<file path="src/rtl/dm_access_unit.sv">
// MEM-stage data-memory access unit: handshaked word-wide memory access with
// byte-lane generation, load extension, pipeline stall and error reporting.
module dm_access_unit #(
  parameter int unsigned TIMEOUT = 16
) (
  input  logic        clk,
  input  logic        rstn,
  input  logic        req_valid,
  input  logic        req_ld,
  input  logic        req_st,
  input  logic [2:0]  req_dm_ctrl,
  input  logic [31:0] req_addr,
  input  logic [31:0] req_wdata,
  output logic        stall,
  output logic        rsp_valid,
  output logic [31:0] rsp_rdata,
  output logic [1:0]  rsp_err,
  output logic        mem_req,
  output logic        mem_we,
  output logic [31:0] mem_addr,
  output logic [3:0]  mem_be,
  output logic [31:0] mem_wdata,
  input  logic        mem_ready,
  input  logic [31:0] mem_rdata
);

  localparam int unsigned CNT_W = (TIMEOUT > 1) ? $clog2(TIMEOUT) : 1;

  localparam logic [1:0] S_IDLE = 2'd0;
  localparam logic [1:0] S_REQ  = 2'd1;
  localparam logic [1:0] S_DONE = 2'd2;

  localparam logic [2:0] C_WORD = 3'b000;
  localparam logic [2:0] C_HS   = 3'b001;
  localparam logic [2:0] C_HU   = 3'b010;
  localparam logic [2:0] C_BS   = 3'b011;
  localparam logic [2:0] C_BU   = 3'b100;

  localparam logic [1:0] E_OK      = 2'b00;
  localparam logic [1:0] E_ILLEGAL = 2'b01;
  localparam logic [1:0] E_TIMEOUT = 2'b10;

  logic [1:0]       state_q, state_d;
  logic [CNT_W-1:0] cnt_q, cnt_d;
  logic [2:0]       ctrl_q;
  logic [1:0]       addr_lo_q;
  logic             st_q;

  logic        access, illegal, accept, finish_ok, finish_to;
  logic        is_word, is_half;
  logic [3:0]  be_c;
  logic [31:0] wdata_c;
  logic [15:0] lane16;
  logic [7:0]  lane8;
  logic [31:0] load_c;

  // Request decode: legality, byte enables and lane-replicated store data
  always_comb begin
    access  = req_valid & (req_ld | req_st);
    is_word = (req_dm_ctrl == C_WORD);
    is_half = (req_dm_ctrl == C_HS) | (req_dm_ctrl == C_HU);
    illegal = (req_dm_ctrl > C_BU)
            | (req_st & ((req_dm_ctrl == C_HU) | (req_dm_ctrl == C_BU)))
            | (is_word & (req_addr[1:0] != 2'b00))
            | (is_half & req_addr[0]);
    be_c    = 4'b0000;
    wdata_c = 32'h0;
    case (req_dm_ctrl)
      C_WORD: begin
        be_c    = 4'b1111;
        wdata_c = req_wdata;
      end
      C_HS, C_HU: begin
        be_c    = req_addr[1] ? 4'b1100 : 4'b0011;
        wdata_c = {2{req_wdata[15:0]}};
      end
      C_BS, C_BU: begin
        be_c    = 4'b0001 << req_addr[1:0];
        wdata_c = {4{req_wdata[7:0]}};
      end
      default: ;
    endcase
  end

  // Load lane selection and sign/zero extension
  always_comb begin
    lane16 = addr_lo_q[1] ? mem_rdata[31:16] : mem_rdata[15:0];
    lane8  = mem_rdata[{addr_lo_q, 3'b000} +: 8];
    case (ctrl_q)
      C_HS:    load_c = {{16{lane16[15]}}, lane16};
      C_HU:    load_c = {16'h0, lane16};
      C_BS:    load_c = {{24{lane8[7]}}, lane8};
      C_BU:    load_c = {24'h0, lane8};
      default: load_c = mem_rdata;
    endcase
  end

  // Next-state logic
  always_comb begin
    state_d   = state_q;
    cnt_d     = cnt_q;
    accept    = 1'b0;
    finish_ok = 1'b0;
    finish_to = 1'b0;
    case (state_q)
      S_IDLE: begin
        if (access) begin
          accept  = 1'b1;
          cnt_d   = '0;
          state_d = illegal ? S_DONE : S_REQ;
        end
      end
      S_REQ: begin
        if (mem_ready) begin
          finish_ok = 1'b1;
          state_d   = S_DONE;
        end else if (cnt_q == CNT_W'(TIMEOUT - 1)) begin
          finish_to = 1'b1;
          state_d   = S_DONE;
        end else begin
          cnt_d = cnt_q + CNT_W'(1);
        end
      end
      S_DONE:  state_d = S_IDLE;
      default: state_d = S_IDLE;
    endcase
  end

  always_ff @(posedge clk or negedge rstn) begin
    if (!rstn) begin
      state_q <= S_IDLE;
      cnt_q   <= '0;
    end else begin
      state_q <= state_d;
      cnt_q   <= cnt_d;
    end
  end

  // Captured request, memory-side registers and response registers
  always_ff @(posedge clk or negedge rstn) begin
    if (!rstn) begin
      ctrl_q    <= 3'b000;
      addr_lo_q <= 2'b00;
      st_q      <= 1'b0;
      mem_addr  <= 32'h0;
      mem_be    <= 4'b0000;
      mem_wdata <= 32'h0;
      mem_we    <= 1'b0;
      rsp_rdata <= 32'h0;
      rsp_err   <= E_OK;
    end else begin
      if (accept) begin
        ctrl_q    <= req_dm_ctrl;
        addr_lo_q <= req_addr[1:0];
        st_q      <= req_st;
        if (illegal) begin
          rsp_err   <= E_ILLEGAL;
          rsp_rdata <= 32'h0;
        end else begin
          mem_addr  <= {req_addr[31:2], 2'b00};
          mem_be    <= be_c;
          mem_wdata <= wdata_c;
          mem_we    <= req_st;
        end
      end
      if (finish_ok) begin
        rsp_err   <= E_OK;
        rsp_rdata <= st_q ? 32'h0 : load_c;
        mem_we    <= 1'b0;
      end
      if (finish_to) begin
        rsp_err   <= E_TIMEOUT;
        rsp_rdata <= 32'h0;
        mem_we    <= 1'b0;
      end
    end
  end

  // Reset gates the combinational stall so an abandoned access frees the pipe at once
  assign stall     = rstn & (((state_q == S_IDLE) & access) | (state_q == S_REQ));
  assign mem_req   = (state_q == S_REQ);
  assign rsp_valid = (state_q == S_DONE);

endmodule

</file>
<file path="config.mk">
export PLATFORM = sky130hd
export DESIGN_NAME = dm_access_unit
export DESIGN_NICKNAME = d
export VERILOG_FILES = /design/src/rtl/dm_access_unit.sv
export SDC_FILE = /design/constraint.sdc
export NUM_CORES = 1
export LEC_CHECK = 0
export CAP_MARGIN = 20
export CORE_ASPECT_RATIO = 0.7
export CORE_MARGIN = 2
export CORE_UTILIZATION = 40
export DETAILED_ROUTE_END_ITERATION = 8
export GPL_ROUTABILITY_DRIVEN = 1
export MAX_ROUTING_LAYER = met4
export PLACE_DENSITY = 0.77
export SLEW_MARGIN = 20
export SYNTH_ARGS = -nofsm -noshare
export SYNTH_HDL_FRONTEND = slang
export SYNTH_SLANG_ARGS = --single-unit
export TNS_END_PERCENT = 50
</file>
<file path="constraint.sdc">
create_clock -name clk -period 1.9 [get_ports clk]
set_input_delay 0.19 -clock clk [delete_from_list [all_inputs] [get_ports clk]]
set_output_delay 0.19 -clock clk [all_outputs]
set_load 0.05 [all_outputs]
</file>
==> impl_summary.md <==
Status
The flow ran to the end, and the final reports show no timing, DRC or antenna violations.

Logic synthesis
The area of the mapped netlist is 0.00550 sq mm. Synthesis handed over a netlist of 611 instances. Among all flip-flop cells after synthesis, the most frequent one is dfrtp_1. Counting flops with an async set or reset pin after synthesis yields a share of 100%. By area the synthesized netlist is led by dfrtp_1, nand2_1, o21ai_0, a21oi_1, o2bb2ai_1.

The count of cell types in the netlist is 49. The mean instance size in the synthesized netlist is 9.00 sq um. Yosys printed 0 warnings. dfrtp_1 takes more of the synthesized area than any other cell. The portion of synthesized cell area occupied by the leading cell type is 51.4%.

After synthesis the netlist holds a flip-flop and latch count of 113. The sequential element share of the synthesized area is 51.4%. In this run, synthesis inferred 0 flip-flops with an integrated enable.

Detailed routing
The per-cell via count in the routed design is 5.39. The final routed DRC violation total is 0. In this run the remaining antenna-violating nets after routing total 0. The first TritonRoute pass finished after 5 iterations. The final layout contains routed wiring with a total length of 17800 um. The first-iteration detailed-routing DRC count is 472. Detailed routing inserted a total of 5551 vias.

Dividing the detail-routed wire length by the instance count gives 17.3 um.

Placement
The setup slack at placement is -0.405 ns. The placer's final routability congestion estimate is 0.956. The count of buffers inserted at the top-level ports is 208.

Once detailed placement completed, the half-perimeter wirelength came to 12800 um.

Worst setup path
Walking the worst path, the cells encountered are clkdlybuf4s50_1. The number of buffers and inverters on the critical path is 1. The largest stage delay on the critical path is 0.86 ns. For the worst setup path, the data required time is 1.71 ns. The sort of element at the start of the critical path is a flop.

STA puts the critical path data arrival time at 1.63 ns. Among cell families on the critical path, the largest total delay comes from buffers and inverters. The maximum fanout along the worst path is 2. STA classifies the critical path endpoint as a primary output. The cell with the largest stage delay on the worst path is clkdlybuf4s50_1. The worst setup slack for register-to-register paths is 0.10 ns. The category of the most critical setup path is reg -> out.

Pwr
After layout, the design draws a total of 12.6 mW. The static leakage is 3.81 nW. The power per unit of standard cell area is 1460 mW/mm^2.

Across the VDD grid, the largest voltage drop is 1.14 mV.

Clock network
After clock tree synthesis, the clock-pin slew on the worst setup and hold paths is 0.05 ns. The later pin in the worst-skew pair is clocked with a latency of 0.41 ns. The clock net in this run drives a total of 113 sinks. The clock passes through at most 2 buffers.

The level count of the clock H-tree is 4. CTS placed an instance of clkbuf_16 at the clock tree root. The TritonCTS clock tree is done.

The number of setup buffers added after CTS is 0. TritonCTS created 17 clock buffers.

Floorplan
The horizontal die dimension is 144 um. The number of top-level pins is 211. The die boundary height is 102 um. In this run the core area contains 35 standard-cell rows.

The die covers 0.0147 sq mm. The total core area is 0.0133 sq mm. The starting density of the core is 41.3%.

Finish
The layout has 1071 filler cells. Cells with a size suffix above 1 make up 10.7% of the layout. The repair_antennas step left the layout with diodes totalling 0. Leaving out fill and tap cells, the most frequent cell in the layout is clkdlybuf4s50_1. Leaving out fill and tap cells, the most frequent cells in the layout are clkdlybuf4s50_1, nand2_1, dfrtp_1, o21ai_0, a21oi_1. The layout overhead on the synthesized area is 56.9%. The net count of the finished layout is 939.

Global routing
The aggregate global routing overflow is 0. The overall routing resource usage is 25.0%. The initial antenna violation count was 0. The number of global-route vias before repair is 5496.

The wire length of the first global-routing pass is 27600 um. The maximum number of pins on one net before global-route repair is 114.

STA
Subtracting the final worst setup slack from the clock period gives 1.82 ns. The post-route clock skew is 0.0136 ns. In the post-route analysis, the smallest setup slack over all paths is 0.0846 ns.

Setup repair after global routing could not meet its margin everywhere. The fraction of the cycle the final worst path needs is 95.5%. The number of hold violations in the final report is 0. The peak clock frequency supported by timing is 551 MHz. The count of endpoints failing setup in the final report is 0. Measured against its own limit, the worst slew margin works out to 56.8%. The count of final max-slew check failures is 0. The transition time at the pin with the least slew margin is 0.648 ns.

Worst hold path
The class of the tightest hold or removal check is in -> reg.

Run
Max-cap violations in this run came to 0.
## per-layer routing
| layer | vias to the layer above | track usage (%) | share of wire [%] |
|---|---|---|---|
| met1 | 2663 | 32.2 | 43 |
| met2 | 285 | 38.2 | 46 |
| met4 | 0 | 9.34 | 2.6 |
| met3 | 43 | 6.79 | 9.0 |
| li1 | 2560 | - | - |
| met5 | - | - | 0 |
## power breakdown
part | leakage (nW) | total (mW) | switching (mW) | internal, mW
clock network | 0.272 | 3.15 | 1.10 | 2.04
registers | 1.47 | 3.55 | 0.448 | 3.10
logic | 2.07 | 5.94 | 3.86 | 2.07
total | 3.81 | 12.6 | 5.42 | 7.22
## timing repair
action                                  in CTS  in global routing
hold buffers                                 1                  0
endpoints found under the setup margin       2                 32
endpoints found under the hold margin      113                  0
resized for setup                            1                  8
## cells by family after synthesis
logic type,synth area share (%)
AOI/OAI and AO/OA,21.0
adders and majority gates,0.410
other,0.0682
and+or+nand+nor,17.9
DFF,51.4
buffers and inverters,4.35
xor gates and xnor gates,0.774
muxes,4.14
## registers in the layout, summed over array words and instances (netlist names)
register / cells
mem_wdata: 32
st_q: 1
ctrl_q: 3
state_q: 2
rsp_err: 2
mem_be: 4
mem_addr: 30
cnt_q: 4
rsp_rdata: 32
addr_lo_q: 2
mem_we: 1
## path summary, 6_finish.rpt
| path | startpoint | end | cells past startpoint |
|---|---|---|---|
| setup / recovery | rsp_err[1]$_DFFE_PN0P_ | rsp_err[1] | 1 |
| hold reg to reg | mem_addr[21]$_DFFE_PN0P_ | mem_addr[21]$_DFFE_PN0P_ | 2 |
| max in group asynchronous | rstn | rsp_rdata[16]$_DFFE_PN0P_ | 3 |
| min in group asynchronous | rstn | rsp_rdata[15]$_DFFE_PN0P_ | 3 |
| hold / removal | req_addr[26] | mem_addr[26]$_DFFE_PN0P_ | 3 |
| setup reg to reg | state_q[1]$_DFFE_PN0P_ | rsp_rdata[1]$_DFFE_PN0P_ | 6 |
## cell usage after synthesis (2+ instances only)
| cell type | n |
|---|---|
| nand2b_1 | 3 |
| buf_6 | 2 |
| a32o_1 | 8 |
| nor2_1 | 42 |
| mux2_2 | 4 |
| buf_2 | 17 |
| a21o_1 | 2 |
| nand2_1 | 169 |
| o2bb2ai_1 | 25 |
| a21oi_1 | 44 |
| buf_1 | 2 |
| buf_4 | 3 |
| a32oi_1 | 9 |
| nor2b_1 | 4 |
| o21bai_1 | 8 |
| inv_1 | 6 |
| nor3_1 | 8 |
| or3_1 | 2 |
| a211o_1 | 7 |
| clkbuf_1 | 20 |
| a31oi_1 | 4 |
| mux2i_1 | 16 |
| and2_1 | 3 |
| dfrtp_1 | 113 |
| a22o_1 | 2 |
| xnor2_1 | 3 |
| nand3_1 | 2 |
| o21ai_0 | 61 |
| nor3b_2 | 2 |
## layout make-up
| cell class | instances | area [sq um] | share of cell area (%) |
|---|---|---|---|
| Clock buffer | 20 | 437 | 5.06 |
| Clock inverter | 11 | 140 | 1.62 |
| Timing Repair Buffer | 246 | 2500 | 29.0 |
| Multi-Input combinational cell | 448 | 2460 | 28.5 |
| Sequential cell | 113 | 2830 | 32.8 |
| Tap cell | 185 | 231 | 2.68 |
| Inverter | 7 | 30.0 | 0.348 |
## stage by stage
step	area, sq um	cells	hold WS, ns	util (%)	setup TNS, ns
after floorplan	5510	612	-0.106	-	0
after global placement	8020	998	0.357	60.3	-16.81
after detailed placement	8020	998	0.367	60.3	-23.32
after CTS	8610	1030	0.303	64.7	0
after global routing	8630	1030	0.307	64.8	-0.0199
final	8630	1030	0.316	64.8	0
No activity file was read; power rests on OpenSTA's default activity.
